### src/rtl/instruction_fetch_if.sv
`default_nettype none
// ============================================================================
// Module   : instruction_fetch_if
// Brief    : Instruction-memory read bus plus the decode valid/ready handoff.
// Revision : 1.0
// ============================================================================
interface instruction_fetch_if #(
  parameter int ADDR_WIDTH = 32,
  parameter int DATA_WIDTH = 32
);
  logic                  mem_req;
  logic [ADDR_WIDTH-1:0] mem_addr;
  logic                  mem_ack;
  logic [DATA_WIDTH-1:0] mem_rdata;
  logic [DATA_WIDTH-1:0] instr_out;
  logic [ADDR_WIDTH-1:0] instr_pc;
  logic                  instr_valid;
  logic                  instr_ready;

  modport master (
    output mem_req, mem_addr, instr_out, instr_pc, instr_valid,
    input  mem_ack, mem_rdata, instr_ready
  );

  modport slave (
    input  mem_req, mem_addr, instr_out, instr_pc, instr_valid,
    output mem_ack, mem_rdata, instr_ready
  );
endinterface
`default_nettype wire

### src/rtl/instruction_fetch.sv
`default_nettype none
// ============================================================================
// Module   : instruction_fetch
// Brief    : Fetch stage: reads memory at the PC, buffers one instruction for
//            decode and holds the PC until that instruction is handed off.
// Revision : 1.0
// ============================================================================
module instruction_fetch #(
  parameter int ADDR_WIDTH = 32,
  parameter int DATA_WIDTH = 32
) (
  input  wire logic                  Clock,
  input  wire logic                  Reset_n,
  input  wire logic [ADDR_WIDTH-1:0] pc_in,
  input  wire logic                  flush,
  output logic                       stall_pc,
  instruction_fetch_if.master        bus
);

  typedef enum logic [1:0] {
    IDLE  = 2'd0,
    ISSUE = 2'd1,
    DRAIN = 2'd2,
    HOLD  = 2'd3
  } state_t;

  state_t                r_state;
  state_t                w_next_state;
  logic [ADDR_WIDTH-1:0] r_req_addr;
  logic [DATA_WIDTH-1:0] r_instr_out;
  logic [ADDR_WIDTH-1:0] r_instr_pc;
  logic                  r_instr_valid;
  logic                  w_mem_req;
  logic [ADDR_WIDTH-1:0] w_mem_addr;
  logic                  w_stall_pc;

  always_ff @(posedge Clock or negedge Reset_n) begin
    if (!Reset_n) begin
      r_state <= IDLE;
    end else begin
      r_state <= w_next_state;
    end
  end

  always_comb begin
    w_next_state = r_state;
    w_mem_req    = 1'b0;
    w_mem_addr   = pc_in;
    w_stall_pc   = 1'b1;
    case (r_state)
      IDLE: begin
        w_next_state = ISSUE;
      end
      ISSUE: begin
        w_mem_req = 1'b1;
        if (flush && !bus.mem_ack) begin
          w_next_state = DRAIN;
        end else if (bus.mem_ack && !flush) begin
          w_next_state = HOLD;
        end
      end
      DRAIN: begin
        // The outstanding request keeps its pre-redirect address until acked.
        w_mem_req  = 1'b1;
        w_mem_addr = r_req_addr;
        if (bus.mem_ack) begin
          w_next_state = ISSUE;
        end
      end
      HOLD: begin
        if (flush) begin
          w_next_state = ISSUE;
        end else if (bus.instr_ready) begin
          w_stall_pc   = 1'b0;
          w_next_state = ISSUE;
        end
      end
      default: begin
        w_next_state = IDLE;
      end
    endcase
  end

  always_ff @(posedge Clock or negedge Reset_n) begin
    if (!Reset_n) begin
      r_req_addr    <= '0;
      r_instr_out   <= '0;
      r_instr_pc    <= '0;
      r_instr_valid <= 1'b0;
    end else begin
      case (r_state)
        ISSUE: begin
          r_req_addr <= pc_in;
          if (bus.mem_ack && !flush) begin
            r_instr_out   <= bus.mem_rdata;
            r_instr_pc    <= pc_in;
            r_instr_valid <= 1'b1;
          end
        end
        HOLD: begin
          if (flush || bus.instr_ready) begin
            r_instr_valid <= 1'b0;
          end
        end
        default: begin
        end
      endcase
    end
  end

  assign stall_pc        = w_stall_pc;
  assign bus.mem_req     = w_mem_req;
  assign bus.mem_addr    = w_mem_addr;
  assign bus.instr_out   = r_instr_out;
  assign bus.instr_pc    = r_instr_pc;
  assign bus.instr_valid = r_instr_valid;

endmodule
`default_nettype wire
### src/flat_wrapper.sv
// flat-port wrapper written by rule: the top's interface ports become plain ports
module instruction_fetch_flat 
#(
  parameter int ADDR_WIDTH = 32,
  parameter int DATA_WIDTH = 32
)
  (Clock, Reset_n, pc_in, flush, stall_pc, bus_mem_req, bus_mem_addr, bus_instr_out, bus_instr_pc, bus_instr_valid, bus_mem_ack, bus_mem_rdata, bus_instr_ready);
  instruction_fetch_if #(.ADDR_WIDTH(ADDR_WIDTH), .DATA_WIDTH(DATA_WIDTH)) bus_i ();
  input  wire logic Clock;
  input  wire logic Reset_n;
  input  wire logic [ADDR_WIDTH-1:0] pc_in;
  input  wire logic flush;
  output logic stall_pc;
  output wire logic [$bits(bus_i.mem_req)-1:0] bus_mem_req;
  output wire logic [$bits(bus_i.mem_addr)-1:0] bus_mem_addr;
  output wire logic [$bits(bus_i.instr_out)-1:0] bus_instr_out;
  output wire logic [$bits(bus_i.instr_pc)-1:0] bus_instr_pc;
  output wire logic [$bits(bus_i.instr_valid)-1:0] bus_instr_valid;
  input wire logic [$bits(bus_i.mem_ack)-1:0] bus_mem_ack;
  input wire logic [$bits(bus_i.mem_rdata)-1:0] bus_mem_rdata;
  input wire logic [$bits(bus_i.instr_ready)-1:0] bus_instr_ready;
  assign bus_mem_req = bus_i.mem_req;
  assign bus_mem_addr = bus_i.mem_addr;
  assign bus_instr_out = bus_i.instr_out;
  assign bus_instr_pc = bus_i.instr_pc;
  assign bus_instr_valid = bus_i.instr_valid;
  assign bus_i.mem_ack = bus_mem_ack;
  assign bus_i.mem_rdata = bus_mem_rdata;
  assign bus_i.instr_ready = bus_instr_ready;
  instruction_fetch #(.ADDR_WIDTH(ADDR_WIDTH), .DATA_WIDTH(DATA_WIDTH)) u_core (.Clock(Clock), .Reset_n(Reset_n), .pc_in(pc_in), .flush(flush), .stall_pc(stall_pc), .bus(bus_i));
endmodule
### config.mk
export PLATFORM = sky130hd
export DESIGN_NAME = instruction_fetch_flat
export DESIGN_NICKNAME = d
export VERILOG_FILES = /design/src/rtl/instruction_fetch_if.sv /design/src/rtl/instruction_fetch.sv /design/src/flat_wrapper.sv
export SDC_FILE = /design/constraint.sdc
export NUM_CORES = 1
export LEC_CHECK = 0
export CAP_MARGIN = 20
export CORE_ASPECT_RATIO = 1.4
export CORE_MARGIN = 2
export CORE_UTILIZATION = 51
export DETAILED_ROUTE_END_ITERATION = 10
export DONT_BUFFER_PORTS = 1
export GPL_TIMING_DRIVEN = 1
export PLACE_DENSITY = 0.69
export REMOVE_ABC_BUFFERS = 1
export SYNTH_ARGS = -nofsm -noshare
export SYNTH_HDL_FRONTEND = slang
export SYNTH_SLANG_ARGS = --single-unit
### constraint.sdc
create_clock -name Clock -period 1.55 [get_ports Clock]
set_input_delay 0.31 -clock Clock [delete_from_list [all_inputs] [get_ports Clock]]
set_output_delay 0.31 -clock Clock [all_outputs]
set_load 0.02 [all_outputs]
==> results.md <==
* Mean Syn Cell Area at 16.9 um2
* Total CTS buffers at 9
* H-tree Lvls at 3
* Post-route cell area at 5570 um2
* #FFs+latches synth at 99
* Buf/Inv on CP at 2
* Slew headroom at 67.5%
* Sw frac at 35.0%
* Commonest cells post-synth: dfrtp_1 (99), mux2_2 (68), mux2_4 (60)
* Worst-path clk slew at 70 ps
* Period utilisation layout at 122%
* Antenna cell count at 0
* CP max stage delay at 420 ps
* Yosys top cell by area: dfrtp_1
* Fmax at 529 MHz
* Cells after Synth at 265
* Final setup TNS at -12,600 ps
* Port Buffers at 0
* Max VDD drop at 0.00109 V
* Global-route usage over all layers at 18.7%
* Sequential fraction of the synthesis area at 55.2%
* CTS tree: yes
* Grt met1 use at 24.0%
* Int Power at 8.26 mW
* Routed len/inst at 22.4 um
* M2 GR Usage at 30.2%
* Gate power share at 34.4%
* Via-to-Cell Ratio at 5.60
* Seq pwr share at 46.5%
* Setup violators final at 102
* Setup crit start kind: flip-flop
* Initial core utilization at 52.5%
* Min cycle time layout at 1890 ps
* Drc violations at 0
* Layout cells sized above 1 at 63.2%
* Post-synthesis cell area at 4490 um2
* I/O pin cnt at 168
* Largest net degree at the start of global routing at 100
* Gpl congestion at 0.731
* RSZ-0062 raised after global routing: true
* Status: complete, but fails checks
* Die height at 115 um
* Min-delay worst type: in2async
* Worst Clk Skew at 3.74 ps
* Number of synthesized flops with an enable pin at 0
* Ys flop type: dfrtp_1
* Core area at 8560 um2
* Final Power at 12.7 mW
* CP top delay family: flip-flops
* First-pass GRT wire length at 13,800 um
* Final WL at 9130 um
* DRC marker count from the first detailed-route iteration at 83
* CP endpoint kind: output pin
* WS Path Type: reg2out
* Fin. max-slew vios at 0
* Gr busiest metal: met2
* Initial antenna violation count at 0
* Antenna Nets Post-Route at 0
* GRT overflow at 0
* CTS sink cnt at 99
* Most numerous cell in the Yosys netlist: dfrtp_1
* Final net count at 369
* CTS root buffer: clkbuf_16
* Skew-Pair Late Insertion Delay at 340 ps
* Warnings, synthesis at 0
* WP data required at 1240 ps
* Die Area at 9580 um2
* Die Wd at 83.3 um
* Worst slew pin tran at 486 ps
* Number of global-route vias before repair at 2,523
* Crit Path Max Fanout at 7
* Max-Cap Viols at 0
* Critical path cell sequence: ha_4 -> buf_12 -> buf_12 -> mux2_4
* Area Overhead vs Synth at 24.1%
* Leak pwr at 2.64 nW
* Clk network pwr share at 19.0%
* Dpl cell area at 4640 um2
* Yosys cell types at 23
* Met3 Use GR at 5.31%
* Fin Hold WS at -337 ps
* Sw Pwr at 4.44 mW
* Final non-filler cell total at 407
* WP data arrival at 1580 ps
* Final Core Density at 65.1%
* Longest Clk Path Bufs at 2
* Dpl cells at 369
* Worst slack at placement at -28.5 ps
* Top-area cell type share of the netlist area at 55.2%
* Ys async rst share at 100%
* Hpwl dp at 5550 um
* Final hold vios at 99
* Failing checks: negative hold slack, negative setup slack
* Vias post-DR at 2,281
* CP max-delay cell: dfrtp_1
* Filler cells at 609
* Row count at 40
* DRT Pass-1 Iters at 4
* Top post-synthesis cells by area: dfrtp_1 (55%), mux2_4 (20%), mux2_2 (17%)
* Post-route setup slack at -340 ps
* Cell Pwr Density at 2280 nW/um2
* Crit path top cell by count: buf_12
cell families (layout without fill, tap and decap cells):
kind of cell | Yosys count | in the layout | synth area share, %
mux | 128 | 128 | 37.1
flops | 99 | 99 | 55.2
buf+inv | 20 | 55 | 4.10
simple gates | 8 | 10 | 1.56
compound gates | 6 | 6 | 1.03
fa+ha+maj | 3 | 3 | 0.836
xor+xnor | 1 | 1 | 0.195
placed cells by master (no fill, tap or decap), drive strengths merged:
| master | netlist | routed |
|---|---|---|
| o22ai | 1 | 1 |
| nor2 | 1 | 1 |
| and2b | 1 | 1 |
| o21ai | 1 | 1 |
| inv | 6 | 6 |
| nor3 | 1 | 1 |
| clkbuf | 1 | 15 |
| xnor2 | 1 | 1 |
| nor3b | 1 | 1 |
| buf | 13 | 30 |
| clkinvlp | 0 | 1 |
| a32oi | 1 | 1 |
| o2bb2ai | 1 | 1 |
| dfrtp | 99 | 99 |
| or3 | 1 | 1 |
| clkinv | 0 | 1 |
| nor2b | 1 | 1 |
| mux2 | 128 | 128 |
| bufinv | 0 | 2 |
| a2bb2oi | 2 | 2 |
| ha | 3 | 3 |
| nand2 | 1 | 3 |
| nand2b | 1 | 1 |
registers in the layout, summed over array words and instances, names as in the netlist:
signal                  count
u_core.bus.instr_out       32
u_core.r_state              2
u_core.bus.instr_pc        32
u_core.r_req_addr          32
u_core.bus.instr_valid      1
final cells by class:
| cell class | instances | area (um2) | area share, % |
|---|---|---|---|
| Multi-Input combinational cell | 148 | 2060 | 36.9 |
| Inverter | 6 | 22.5 | 0.404 |
| Tap cell | 105 | 131 | 2.36 |
| Clock buffer | 12 | 256 | 4.60 |
| Sequential cell | 99 | 2480 | 44.5 |
| Clock inverter | 4 | 72.6 | 1.30 |
| Timing Repair Buffer | 33 | 554 | 9.95 |
power by group through the flow:
stage / combinational [mW] / sequential (mW) / clock (mW)
2_1_floorplan: 2.86 / 5.62 / 0
3_5_place_dp: 3.42 / 5.93 / 0
6_report: 4.37 / 5.91 / 2.42
4_1_cts: 4.13 / 5.93 / 2.49
3_3_place_gp: 3.33 / 5.90 / 0
5_1_grt: 4.66 / 6.05 / 2.57
routing by layer:
layer	share of wire, %	wire [um]
met5	0	0
met4	1.5	141
met3	6.1	561
met2	51	4660
met1	41	3760
final timing paths:
path | start | endpoint | slack [ps] | depth (start not counted)
worst max-delay path | u_core.r_state[1]$_DFFE_PN0P_ | bus_mem_addr[28] | -340 | 4
worst min-delay path | Reset_n | u_core.bus.instr_pc[13]$_DFFE_PN0P_ | -340 | 0
worst max register to register | u_core.r_state[1]$_DFFE_PN0P_ | u_core.bus.instr_pc[27]$_DFFE_PN0P_ | -140 | 7
worst min register to register | u_core.r_req_addr[2]$_DFFE_PN0P_ | u_core.r_req_addr[2]$_DFFE_PN0P_ | 500 | 1
max in group asynchronous | Reset_n | u_core.r_req_addr[4]$_DFFE_PN0P_ | 1750 | 0
min in group Clock | flush | u_core.bus.instr_valid$_DFFE_PN0P_ | 50 | 1
timing repair:
item                                    4_1_cts  5_1_grt
setup buffers                                16        4
cloned                                        7        4
endpoints found under the setup margin       75      121
endpoints found under the hold margin        99       99
resized for setup                            57       26
pin swaps                                     2        5
Note: power is estimated with default switching activity, not from simulation.
